**src/rtl/rgb_fade_seq_if.sv**
```systemverilog
// Host-side target-colour handshake for rgb_fade_seq.
interface rgb_fade_seq_if;
    logic        tgt_valid;
    logic        tgt_ready;
    logic [23:0] tgt_rgb;

    modport master (
        output tgt_valid,
        output tgt_rgb,
        input  tgt_ready
    );

    modport slave (
        input  tgt_valid,
        input  tgt_rgb,
        output tgt_ready
    );
endinterface

```
**src/rtl/rgb_fade_seq.sv**
```systemverilog
// Colour-fade sequencer with three-channel PWM output for SB_RGBA_DRV.
// A loaded 24-bit target is approached one LSB per fade step on each channel, held for
// HOLD_STEPS steps, then the block idles with the colour kept. Duty is only updated at
// the PWM period boundary so no truncated pulses reach the LEDs.
// rst asserts asynchronously; its release must already be synchronous to clki.
module rgb_fade_seq #(
    parameter int unsigned PRESCALE   = 600000,
    parameter int unsigned HOLD_STEPS = 64
) (
    input  logic          clki,
    input  logic          rst,
    rgb_fade_seq_if.slave host,
    output logic          busy,
    output logic          pwm_red,
    output logic          pwm_green,
    output logic          pwm_blue
);

    localparam int unsigned PW = (PRESCALE > 1) ? $clog2(PRESCALE) : 1;
    localparam int unsigned HW = (HOLD_STEPS > 1) ? $clog2(HOLD_STEPS) : 1;
    localparam logic [PW-1:0] PresLast = PW'(PRESCALE - 1);
    localparam logic [HW-1:0] HoldLast = HW'(HOLD_STEPS - 1);

    typedef enum logic [1:0] {StIdle, StFade, StHold} state_e;

    state_e        r_state;
    state_e        w_state_d;
    logic [HW-1:0] r_hold;
    logic [HW-1:0] w_hold_d;
    logic [PW-1:0] r_presc;
    logic [7:0]    r_pwm_cnt;
    logic [7:0]    r_cur [3];
    logic [7:0]    r_tgt [3];
    logic [7:0]    r_act [3];
    logic [2:0]    r_pwm;

    logic w_step_tick;
    logic w_ready;
    logic w_xfer;
    logic w_all_eq;
    logic w_load;
    logic w_step;

    assign w_step_tick    = (r_presc == PresLast);
    assign w_ready        = (r_state != StFade);
    assign w_xfer         = host.tgt_valid && w_ready;
    assign w_all_eq       = (r_cur[0] == r_tgt[0]) && (r_cur[1] == r_tgt[1]) &&
                            (r_cur[2] == r_tgt[2]);
    assign host.tgt_ready = w_ready;
    assign busy           = (r_state != StIdle);
    assign pwm_red        = r_pwm[0];
    assign pwm_green      = r_pwm[1];
    assign pwm_blue       = r_pwm[2];

    // Free-running fade-step prescaler, runs in every state.
    always_ff @(posedge clki or posedge rst) begin
        if (rst) begin
            r_presc <= '0;
        end else if (w_step_tick) begin
            r_presc <= '0;
        end else begin
            r_presc <= r_presc + 1'b1;
        end
    end

    // PWM counter, period-aligned duty capture and registered compare outputs.
    always_ff @(posedge clki or posedge rst) begin
        if (rst) begin
            r_pwm_cnt <= '0;
            r_pwm     <= '0;
            for (int i = 0; i < 3; i++) begin
                r_act[i] <= '0;
            end
        end else begin
            r_pwm_cnt <= r_pwm_cnt + 8'd1;
            for (int i = 0; i < 3; i++) begin
                r_pwm[i] <= (r_pwm_cnt < r_act[i]);
                if (r_pwm_cnt == 8'hFF) begin
                    r_act[i] <= r_cur[i];
                end
            end
        end
    end

    // FSM state and hold counter registers.
    always_ff @(posedge clki or posedge rst) begin
        if (rst) begin
            r_state <= StIdle;
            r_hold  <= '0;
        end else begin
            r_state <= w_state_d;
            r_hold  <= w_hold_d;
        end
    end

    // Next-state decode; a transfer in HOLD takes priority over a same-cycle tick.
    always_comb begin
        w_state_d = r_state;
        w_hold_d  = r_hold;
        w_load    = 1'b0;
        w_step    = 1'b0;
        unique case (r_state)
            StIdle: begin
                if (w_xfer) begin
                    w_state_d = StFade;
                    w_load    = 1'b1;
                end
            end
            StFade: begin
                if (w_all_eq) begin
                    w_state_d = StHold;
                    w_hold_d  = '0;
                end else if (w_step_tick) begin
                    w_step = 1'b1;
                end
            end
            StHold: begin
                if (w_xfer) begin
                    w_state_d = StFade;
                    w_load    = 1'b1;
                    w_hold_d  = '0;
                end else if (w_step_tick) begin
                    if (r_hold == HoldLast) begin
                        w_state_d = StIdle;
                    end else begin
                        w_hold_d = r_hold + 1'b1;
                    end
                end
            end
            default: begin
                w_state_d = StIdle;
            end
        endcase
    end

    // Target latch and per-channel one-LSB step toward the target (never overshoots).
    always_ff @(posedge clki or posedge rst) begin
        if (rst) begin
            for (int i = 0; i < 3; i++) begin
                r_cur[i] <= '0;
                r_tgt[i] <= '0;
            end
        end else begin
            for (int i = 0; i < 3; i++) begin
                if (w_load) begin
                    r_tgt[i] <= host.tgt_rgb[8*(2-i) +: 8];
                end
                if (w_step) begin
                    if (r_cur[i] < r_tgt[i]) begin
                        r_cur[i] <= r_cur[i] + 8'd1;
                    end else if (r_cur[i] > r_tgt[i]) begin
                        r_cur[i] <= r_cur[i] - 8'd1;
                    end
                end
            end
        end
    end

endmodule

```
**src/flat_wrapper.sv**
```systemverilog
// flat-port wrapper written by rule: the top's interface ports become plain ports
module rgb_fade_seq_flat 
#(
    parameter int unsigned PRESCALE   = 600000,
    parameter int unsigned HOLD_STEPS = 64
)
  (clki, rst, busy, pwm_red, pwm_green, pwm_blue, host_tgt_valid, host_tgt_rgb, host_tgt_ready);
  rgb_fade_seq_if host_i ();
  input  logic clki;
  input  logic rst;
  output logic busy;
  output logic pwm_red;
  output logic pwm_green;
  output logic pwm_blue;
  input wire logic [$bits(host_i.tgt_valid)-1:0] host_tgt_valid;
  input wire logic [$bits(host_i.tgt_rgb)-1:0] host_tgt_rgb;
  output wire logic [$bits(host_i.tgt_ready)-1:0] host_tgt_ready;
  assign host_i.tgt_valid = host_tgt_valid;
  assign host_i.tgt_rgb = host_tgt_rgb;
  assign host_tgt_ready = host_i.tgt_ready;
  rgb_fade_seq #(.PRESCALE(PRESCALE), .HOLD_STEPS(HOLD_STEPS)) u_core (.clki(clki), .rst(rst), .host(host_i), .busy(busy), .pwm_red(pwm_red), .pwm_green(pwm_green), .pwm_blue(pwm_blue));
endmodule
```
**config.mk**
```make
export PLATFORM = sky130hd
export DESIGN_NAME = rgb_fade_seq_flat
export DESIGN_NICKNAME = d
export VERILOG_FILES = /design/src/rtl/rgb_fade_seq_if.sv /design/src/rtl/rgb_fade_seq.sv /design/src/flat_wrapper.sv
export SDC_FILE = /design/constraint.sdc
export NUM_CORES = 1
export LEC_CHECK = 0
export BUFFER_PORTS_ARGS = -buffer_cell sky130_fd_sc_hd__buf_2
export CAP_MARGIN = 5
export CORE_ASPECT_RATIO = 0.7
export CORE_UTILIZATION = 55
export CTS_BUF_LIST = sky130_fd_sc_hd__clkbuf_2
export CTS_CLUSTER_SIZE = 20
export DETAILED_ROUTE_END_ITERATION = 8
export GPL_TIMING_DRIVEN = 0
export MAX_ROUTING_LAYER = met4
export PLACE_DENSITY = 0.7
export SKIP_LAST_GASP = 1
export SLEW_MARGIN = 20
export SYNTH_ARGS = -nofsm -noshare
export SYNTH_HDL_FRONTEND = slang
export SYNTH_SLANG_ARGS = --single-unit
```
**constraint.sdc**
```tcl
create_clock -name clki -period 8.05 [get_ports clki]
set_clock_uncertainty 0.1 [all_clocks]
set_input_delay 1.61 -clock clki [delete_from_list [all_inputs] [get_ports clki]]
set_output_delay 1.61 -clock clki [all_outputs]
set_load 0.02 [all_outputs]
```
==> impl_metrics.tcl <==
set metrics [dict create \
    status "finished, final reports clean" \
    min_path_cells 1 \
    required_ps 8490 \
    cts_tree "yes" \
    clock_path_buffers 2 \
    post-cts-setup-buffers 0 \
    cts_sinks 111 \
    crit_path_top_delay_cell "dfrtp_1" \
    gp_congestion 0.8142 \
    die_area_um2 12100 \
    ant_nets 0 \
    async_flop_share_pct 100.0 \
    worstHoldPathType "flop to flop" \
    io_buffers 31 \
    cpMostUsedCell "a21oi_1" \
    whs_endpoint "u_core.r_cur[8]" \
    ys.flop_type "dfrtp_1" \
    dp_hpwl_um 9507 \
    setup-violations-final 0 \
    clk_pin_slew_worst_paths_ps 270 \
    criticalPathCategory "flop to flop" \
    worst_ir_drop_vdd_mv 0.06043 \
    overflow 0 \
    vias_per_cell 5.522 \
    worstSetupEndpointType "flop" \
    cellLeakagePower_nw 3.429 \
    rsz0062_at_grt "false" \
    reg2reg_depth 14 \
    finalWirelength_um 12380 \
    post-route-min-period_ps 3596 \
    routed-via-count 4489 \
    htree_levels 3 \
    synth-seq-area-share_pct 43.34 \
    grt_pass1_vias 4532 \
    tightest_slew_ps 801.5 \
    row_count 32 \
    cts_root_buf "clkbuf_2" \
    syn_to_final_growth_pct 7.146 \
    finalHoldViolations 0 \
    p_per_area_nw_per_um2 121.6 \
    drive_gt1_share_pct 14.24 \
    layout.nets 756 \
    syn_area_per_cell_um2 10.45 \
    slew_viol_final 0 \
    start_kind "flop" \
    start_util_pct 57.37 \
    grt_antenna_before_repair 0 \
    setup_tns_ps 0 \
    core-area_um2 11170 \
    crit_chain "ha_1, a21oi_1, nand2_1, a21oi_1, and2_1, clkbuf_1, inv_1, ha_1, a21oi_1, o211ai_1, o41a_1, and3_1, o221ai_1, xnor2_1" \
    slew_headroom_pct 46.37 \
    crit_path_max_fanout 6 \
    arrival_ps 4040 \
    synth-seq-cells 111 \
    synth_top_area_share_pct 43.34 \
    regToRegEndpoint "u_core.r_cur[15]" \
    synth.most_common_cell "dfrtp_1" \
    ff2ff_setup_slack_ps 4450 \
    fmax_mhz 278.1 \
    synth_edf_count 0 \
    min-delay-start "u_core.r_cur[8]" \
    slowest_delay_ps 510 \
    track_usage_pct 23.94 \
    cts_hold_buf 0 \
    grt_pass1_wl_um 21710 \
    synth_area_leaders "dfrtp_1, ha_1, mux2_2" \
    yosys-top-cells-count "dfrtp_1, ha_1, inv_1" \
    clkLatencyLatePin_ps 600 \
    cts_made_buffers 9 \
    die_w_um 131.0 \
    synth_largest_area_cell "dfrtp_1" \
    synth_nets 713 \
    pre_cts_slack_ps 4511 \
    n_antenna_cell 0 \
    drt_iter0_markers 231 \
    wl_per_cell_um 15.22 \
    p_total_mw 0.8346 \
    drc 0 \
    final_core_utilization_pct 61.47 \
    reg2reg_from "u_core.r_cur[14]" \
    drv_cap 0 \
    cts_resized 0 \
    fin_crit_sh_pct 44.67 \
    die-height_um 92.32 \
    synth_cell_type_count 52 \
    grt_max_degree 73 \
    syn_area_um2 6409 \
    setup_slack_ps 4454 \
    ys_warn_count 0 \
    synth_cells 613 \
    io_pins 32 \
    drt_pass1_iterations 4 \
]
==> layout by cell type (no fill, tap or decap), drive strengths merged, types with 3 or more instances in the layout <==
cell type | synthesis | routed
clkinv | 0 | 3
a31oi | 4 | 4
fa | 3 | 3
xor2 | 10 | 10
nand4 | 9 | 9
xnor2 | 32 | 32
or2 | 3 | 3
nand2b | 7 | 7
a21o | 13 | 13
inv | 62 | 62
ha | 70 | 70
nor2b | 6 | 6
nor2 | 30 | 30
nor3 | 7 | 7
mux2i | 3 | 3
o21bai | 7 | 7
dfrtp | 111 | 111
buf | 1 | 33
o21ai | 41 | 41
o211ai | 8 | 8
a211oi | 4 | 4
clkbuf | 8 | 19
nand3 | 29 | 29
mux2 | 40 | 40
and3 | 10 | 10
a21oi | 24 | 24
nand2 | 47 | 47
==> flip-flops by register name, indices dropped and copies added (netlist names) <==
name	count
u_core.r_act	24
u_core.r_cur	24
u_core.r_tgt	24
u_core.r_presc	20
u_core.r_pwm_cnt	8
u_core.r_hold	6
u_core.r_pwm	3
u_core.r_state	2
==> cell type report <==
type | instances | area [um2]
repair buffers | 32 | 182.7
well taps | 153 | 191.4
multi-input cells | 431 | 3357
fillers | 916 | 4304
clock inverters | 4 | 23.77
inverters | 62 | 237.7
clock buffers | 11 | 55.05
flip-flops and latches | 111 | 2778
plain buffers | 9 | 41.29
==> critical path: cells and delay by family, from the launching register on <==
family,cells,cell delay (ps)
buf+inv,2,430
flops,1,510
simple gates,3,420
fa+ha+maj,2,640
compound gates,6,1300
xor+xnor,1,140
==> metal layers <==
metal | wire [um] | vias up | part of all wire, % | track usage, %
li1 | - | 2222 | - | -
met1 | 6429 | 2200 | 52 | 34.17
met2 | 5539 | 55 | 45 | 35.71
met3 | 297 | 12 | 2.4 | 4.333
met4 | 110 | 0 | 0.89 | 5.172
met5 | 0 | - | 0 | -
==> through the flow <==
step | cells | hold WS, ps | cell area (um2)
finish | 813 | 421.2 | 6867
global route | 813 | 447.6 | 6867
floorplan | 613 | 349.8 | 6409
CTS | 813 | 429.5 | 6867
detailed placement | 798 | 376.0 | 6788
global placement | 797 | 367.3 | 6755
==> power breakdown <==
part / total [mW] / switching, mW / internal [mW]
clock: 0.214 / 0.174 / 0.0401
sequential: 0.569 / 0.00254 / 0.567
combinational: 0.0508 / 0.0325 / 0.0183
total: 0.835 / 0.209 / 0.625
==> worst max path at each step <==
stage	slack, ps	start	end
after detailed placement	4510	u_core.r_cur[14]	u_core.r_cur[15]
after global routing	4200	u_core.r_cur[14]	u_core.r_cur[15]
after global placement	2200	rst	u_core.r_cur[13]
after CTS	4440	u_core.r_cur[14]	u_core.r_cur[15]
final	4450	u_core.r_cur[14]	u_core.r_cur[15]
after floorplan	3410	rst	u_core.r_act[0]
==> kinds of logic after synthesis <==
| family | count (synthesis) | synth area share (%) |
|---|---|---|
| mux | 43 | 8.141 |
| compound gates | 113 | 11.05 |
| buf+inv | 71 | 4.276 |
| xor+xnor | 42 | 5.740 |
| flops | 111 | 43.34 |
| simple gates | 160 | 12.85 |
| fa+ha+maj | 73 | 14.60 |
Note: power is estimated with default switching activity, not from simulation.
